--- src/rtl/redmule_load_rob.sv ---
// Reorder buffer for one streamer TCDM channel: tags requests with a slot ID and
// returns responses in issue order. Define REDMULE_ROB_BYPASS_EN for a 0-cycle head-slot bypass.
module redmule_load_rob #(
  parameter int unsigned DW  = 256,
  parameter int unsigned AW  = 32,
  parameter int unsigned NW  = 8,
  localparam int unsigned IDW = $clog2(NW)
) (
  input  logic            clk_i,
  input  logic            rst_ni,
  input  logic            clear_i,
  input  logic            in_req_valid_i,
  output logic            in_req_ready_o,
  input  logic [AW-1:0]   in_req_add_i,
  input  logic            in_req_wen_i,
  input  logic [DW-1:0]   in_req_data_i,
  input  logic [DW/8-1:0] in_req_be_i,
  output logic            out_req_valid_o,
  input  logic            out_req_ready_i,
  output logic [AW-1:0]   out_req_add_o,
  output logic            out_req_wen_o,
  output logic [DW-1:0]   out_req_data_o,
  output logic [DW/8-1:0] out_req_be_o,
  output logic [IDW-1:0]  out_req_id_o,
  input  logic            out_resp_valid_i,
  input  logic [IDW-1:0]  out_resp_id_i,
  input  logic [DW-1:0]   out_resp_data_i,
  output logic            in_resp_valid_o,
  input  logic            in_resp_ready_i,
  output logic [DW-1:0]   in_resp_data_o,
  output logic [IDW:0]    cnt_o,
  output logic            empty_o,
  output logic            err_o
);

  localparam logic [IDW:0] FULL = (IDW+1)'(NW);

  logic [IDW-1:0] wptr, rptr;
  logic [IDW:0]   cnt;
  logic [NW-1:0]  vld;
  logic [DW-1:0]  mem [NW];
  logic           err;
  logic           not_full, req_hs, resp_hs, head_vld, byp, store, resp_err;

  assign not_full        = (cnt != FULL);
  assign out_req_valid_o = in_req_valid_i && not_full;
  assign in_req_ready_o  = out_req_ready_i && not_full;
  assign req_hs          = in_req_valid_i && out_req_ready_i && not_full;

  assign out_req_add_o  = in_req_add_i;
  assign out_req_wen_o  = in_req_wen_i;
  assign out_req_data_o = in_req_data_i;
  assign out_req_be_o   = in_req_be_i;
  assign out_req_id_o   = wptr;

  assign head_vld = vld[rptr];

`ifdef REDMULE_ROB_BYPASS_EN
  // Bypass only when a slot is actually outstanding, so cnt can never underflow.
  assign byp             = out_resp_valid_i && (out_resp_id_i == rptr) && !head_vld && (cnt != '0);
  assign in_resp_valid_o = head_vld || byp;
  assign in_resp_data_o  = head_vld ? mem[rptr] : out_resp_data_i;
`else
  assign byp             = 1'b0;
  assign in_resp_valid_o = head_vld;
  assign in_resp_data_o  = mem[rptr];
`endif

  assign resp_hs  = in_resp_valid_o && in_resp_ready_i;
  assign store    = out_resp_valid_i && !clear_i && !(byp && in_resp_ready_i);
  assign resp_err = out_resp_valid_i && (vld[out_resp_id_i] || (cnt == '0));

  always_ff @(posedge clk_i or negedge rst_ni) begin
    if (!rst_ni) begin
      wptr <= '0;
      rptr <= '0;
      cnt  <= '0;
      vld  <= '0;
      err  <= 1'b0;
    end else if (clear_i) begin
      wptr <= '0;
      rptr <= '0;
      cnt  <= '0;
      vld  <= '0;
      err  <= 1'b0;
    end else begin
      if (req_hs)  wptr <= wptr + 1'b1;
      if (resp_hs) rptr <= rptr + 1'b1;
      case ({req_hs, resp_hs})
        2'b10:   cnt <= cnt + 1'b1;
        2'b01:   cnt <= cnt - 1'b1;
        default: cnt <= cnt;
      endcase
      // Release is ordered after the store so a same-slot collision leaves the slot free.
      if (store)   vld[out_resp_id_i] <= 1'b1;
      if (resp_hs) vld[rptr] <= 1'b0;
      if (resp_err) err <= 1'b1;
    end
  end

  always_ff @(posedge clk_i) begin
    if (store) mem[out_resp_id_i] <= out_resp_data_i;
  end

  assign cnt_o   = cnt;
  assign empty_o = (cnt == '0);
  assign err_o   = err;

endmodule
--- config.mk ---
export PLATFORM = sky130hd
export DESIGN_NAME = redmule_load_rob
export DESIGN_NICKNAME = d
export VERILOG_FILES = /design/src/rtl/redmule_load_rob.sv
export SDC_FILE = /design/constraint.sdc
export NUM_CORES = 2
export LEC_CHECK = 0
export ABC_CLOCK_PERIOD_IN_PS = 5400
export BUFFER_PORTS_ARGS = -buffer_cell sky130_fd_sc_hd__buf_4
export CORE_AREA = 2 2 459 461
export CTS_BUF_LIST = sky130_fd_sc_hd__clkbuf_16
export DETAILED_ROUTE_END_ITERATION = 6
export DIE_AREA = 0 0 461 463
export PLACE_DENSITY_LB_ADDON = 0.08
export SKIP_CTS_REPAIR_TIMING = 1
export SLEW_MARGIN = 40
export SYNTH_ARGS = -nofsm -noshare
export SYNTH_HDL_FRONTEND = slang
export SYNTH_SLANG_ARGS = --single-unit
--- constraint.sdc ---
create_clock -name clk_i -period 5.4 [get_ports clk_i]
set_clock_uncertainty 0.15 [all_clocks]
set_input_delay 0.27 -clock clk_i [delete_from_list [all_inputs] [get_ports clk_i]]
set_output_delay 0.27 -clock clk_i [all_outputs]
set_load 0.05 [all_outputs]
# == Word-level counts from Yosys, hierarchy flattened ==
# Memory sizes are Yosys's and may differ from the RTL's.
# Index checks and enable logic that the tools add are counted.
# classes
n_addsub,4
order_cmp,4
eq_ne,3
n_mux,22
bitwise_logic,3
n_reduce_logical,16
# op_table
operator,count
two-way mux 8 bit,4
two-way mux 3 bit,4
logical AND 1 bit,9
bitwise AND 8 bit,1
less-than comparator 3 x 4 -> 1 bit (second input constant),2
two-way mux 1 bit,8
NOT 8 bit,1
bitwise OR 8 bit,1
case mux 4 bit (2 select lines),1
adder 3 x 1 -> 3 bit (second input constant),2
binary-select mux 1 bit (select 3 bit),2
demux 1 bit (select 3 bit),2
>= comparator 3 x 1 -> 1 bit (second input constant),2
nonzero test 2 bit,3
adder 4 x 1 -> 4 bit (second input constant),1
zero test 4 bit,1
two-way mux 4 bit,1
inequality test 4 bit (second input constant),1
subtractor 4 x 1 -> 4 bit (second input constant),1
nonzero test 3 bit,1
== test 2 x 1 -> 1 bit (second input constant),1
== test 2 bit (second input constant),1
zero test 1 bit,1
logical OR 1 bit,1
# word_totals
regBits,19
mem_bits_rw,2048
input_bits,587
wordCells,58
n_memories,1
# mem_list
memory,depth,word_bits,read_ports,rd_ports_with_merged_regs,write_ports,line,text
mem,8,256,1,0,1,41,logic [DW-1:0] mem [NW];

# == Depth between registers and ports, before layout ==
# depth
depth_word,10
depth_mapped,13
ltp_nobuf,10

# == Worst setup path before layout ==
# OpenSTA, ideal clock, no wires.
# synth_path
path_kind,in2reg
start,input port out_resp_id_i[2]
end,"memory mem[5][0], enable pin"
arrival_ns,19.119
required_ns,4.008
path_slack_ns,-15.111
stages,3
cell_sequence,clkbuf_1 > nand2_1 > nor3b_1
# synth_rtl
element,line,text
start: declaration,26,"input logic [IDW-1:0] out_resp_id_i,"
end: declaration,41,
# Straight into the memory's write port.

# == Final worst setup path ==
# layout_path
start,register rptr[1]
end,output port in_resp_data_o[41]
# layout_via
elab_chain_cells,1
# layout_rtl
element,line,text
start: declaration,38,"logic [IDW-1:0] wptr, rptr;"
start signal: assignment,88,if (resp_hs) rptr <= rptr + 1'b1;
memory (8 x 256 bit),-,
end: declaration,30,"output logic [DW-1:0] in_resp_data_o,"
# Every way passes these cells.

==> results.cfg <==
[logic_synthesis]
synth_area_leader_cell = edfxtp_1
yosysUniqueCellTypes = 49
ys_seq_area_share_pct = 78.49
netlist_instances = 4320
syn-cell-area_um2 = 78960
yosys-top-cells-area = edfxtp_1, buf_4, mux2i_1, a221o_1, a221oi_1
async_reset_ff_share_pct = 0.9192
synth.top_cell.area_share_pct = 77.89
synth_ff_type = edfxtp_1
synth-edff-count = 2048
synth_warnings = 0
synth_nets = 4911
synth_area_per_cell_um2 = 18.28
synth-seq-cells = 2067

[die]
initial_core_util_pct = 37.87
core_um2 = 208500
ios = 1176
rows = 168
dieArea_um2 = 213400
die_h_um = 463
dieWidth_um = 461

[power]
ir_worst_vdd_mv = 0.3296
p_leak_nw = 30.55
power-per-cell-area_nw_per_um2 = 358.0

[min_path]
hold_class = input port to flop
hold_start = out_resp_data_i[249]
holdPathEnd = mem[6][249]
hold-path-cell-count = 2

[status]
outcome = complete, but fails checks
violations = DRC

[sta]
slew_violations = 0
holdWs_ps = 33.79
maxSlewHeadroom_pct = 34.76
hold_violations = 0
min_period_over_period_pct = 84.00
setup_ws_ps = 863.9
tightest_slew_ps = 978.6
min_period_ps = 4536
max_freq_mhz = 220.5
setup_viol = 0
rsz0062_at_grt = no

[critical_path]
critPathArrivalTime_ps = 4120
slowest_delay_ps = 560
path_delay_family = buffers and inverters
r2r_setup_slack_ps = 2280
slowest_stage = nor2_4
critPathLaunchType = flop
cp_max_fo = 31
worst_r2r_endpoint = cnt_o[3]
r2r-start = rptr[0]
cp-end-kind = output port
cp.buffers_inverters = 4
reg2reg_depth = 11
worstSetupPathType = flop to output port
cp_cell_sequence = buf_4 > inv_2 > nor2_4 > buf_4 > a221oi_1 > o21ai_0 > buf_4
required_ps = 4980
crit_top_cell = buf_4

[cts]
cts_made_buffers = 221
h-tree-depth = 4
clockBufferDepth = 3
clock_sinks = 2067
clk_latency_ps = 860
cts_root_buf = clkbuf_16
cts_tree = yes
clkSlewWorstSetupHoldPaths_ps = 60

[finish]
syn_to_final_growth_pct = 19.50
drive_above_1_share_pct = 22.45
post-route-cell-area_um2 = 94350
final_common_cell = edfxtp_1
fill_cells = 18304
fin_util_pct = 45.25
most-common-layout-cells = edfxtp_1, buf_4, dlygate4sd3_1
nets = 5476

[placed_design]
io_buffers = 533
placed_area_um2 = 84470
place_congestion = 0.7452
dp_slack_ps = 1660
dpl.hpwl_um = 164700

[detailed_routing]
drt-total-wl_um = 274400
ant_nets = 0
vias = 43874
wl_per_cell_um = 34.71
vias_per_cell = 5.551
drcViolationCount = 3
drtIter0Drc = 3901
first_pass_iters = 7

[global_route]
grt_max_degree = 112
grt_pass1_wl_um = 370100
grt_overflow = 0
grt_pass1_vias = 42071
antenna_found_initial = 72
track_usage_pct = 24.98

[flow_run]
drv_cap = 0
## layout make-up
cell class              instances  area (um2)  share of cell area (%)
diodes                         22       55.05                 0.05835
clock buffers                 222        5555                   5.888
multi-input cells            1663       13540                   14.35
well taps                    2805        3510                   3.720
repair buffers                928        8374                   8.875
flip-flops and latches       2067       61990                   65.69
clock inverters               193        1315                   1.394
inverters                       4       17.52                 0.01856
## per-layer routing
layer / wire length (um) / up-vias / share of wire [%] / GRT usage (%)
met5: 1891 / - / 0.69 / 5.249
met4: 10770 / 72 / 3.9 / 9.583
met3: 35380 / 496 / 13 / 14.48
met2: 119700 / 1891 / 44 / 36.22
met1: 106600 / 22789 / 39 / 30.04
li1: - / 18626 / - / -
## report_power, final
part | leakage, nW | total [mW] | switching, mW | internal [mW]
Combinational | 8.20 | 1.37 | 0.882 | 0.492
Clock | 3.59 | 14.4 | 6.34 | 8.02
Sequential | 18.8 | 18.0 | 0.0739 | 18.0
## through the flow
step	total power, mW	std cells	setup TNS [ps]
after floorplan	19.56	4320	-2696820
after global placement	19.53	7165	0
after detailed placement	19.55	7177	0
after CTS	33.94	7592	0
after global routing	34.84	7898	0
final	33.78	7904	0
## synthesized netlist by cell type (2+ instances only)
master	n
a211oi_1	8
a21oi_1	143
a221o_1	161
a221oi_1	173
a222oi_1	43
a22o_1	61
a22oi_1	176
and2b_1	2
buf_1	11
buf_2	120
buf_4	336
buf_6	7
clkbuf_1	112
clkinv_1	2
dfrtp_1	19
edfxtp_1	2048
ha_1	4
inv_1	2
mux2_2	129
mux2i_1	242
mux4_2	26
nand2_1	77
nand2b_1	4
nand3_1	10
nor2_1	137
nor2_2	6
nor2b_1	2
nor3_1	3
o21ai_0	121
o221ai_1	55
o22ai_1	55
or3_1	2
xnor2_1	5
xor2_1	3
## registers in the layout, summed over array words and instances (netlist names)
name and cells:
vld 8, mem 2048, cnt_o 4, out_req_id_o 3, err_o 1, rptr 3
## cell families (layout without fill, tap and decap cells)
family / count (synthesis) / after routing / share of synthesized area, %
other: 0 / 22 / 0
muxes: 397 / 397 / 5.649
xor gates and xnor gates: 9 / 9 / 0.1093
buffers and inverters: 590 / 1347 / 4.659
and+or+nand+nor: 252 / 252 / 1.322
adders and majority gates: 4 / 4 / 0.06339
DFF: 2067 / 2067 / 78.49
AOI/OAI and AO/OA: 1001 / 1001 / 9.709
## worst max-delay path by stage
| stage | startpoint | slack (ps) | depth (start not counted) | endpoint |
|---|---|---|---|---|
| after floorplan | out_resp_id_i[1] | -2560 | 3 | mem[6][0] |
| after global placement | rptr[0] | 1740 | 6 | in_resp_data_o[15] |
| after detailed placement | rptr[1] | 1660 | 7 | in_resp_data_o[41] |
| after CTS | rptr[1] | 690 | 7 | in_resp_data_o[41] |
| after global routing | rptr[1] | 680 | 7 | in_resp_data_o[41] |
| final | rptr[1] | 860 | 7 | in_resp_data_o[41] |
No activity file was read; power rests on OpenSTA's default activity.
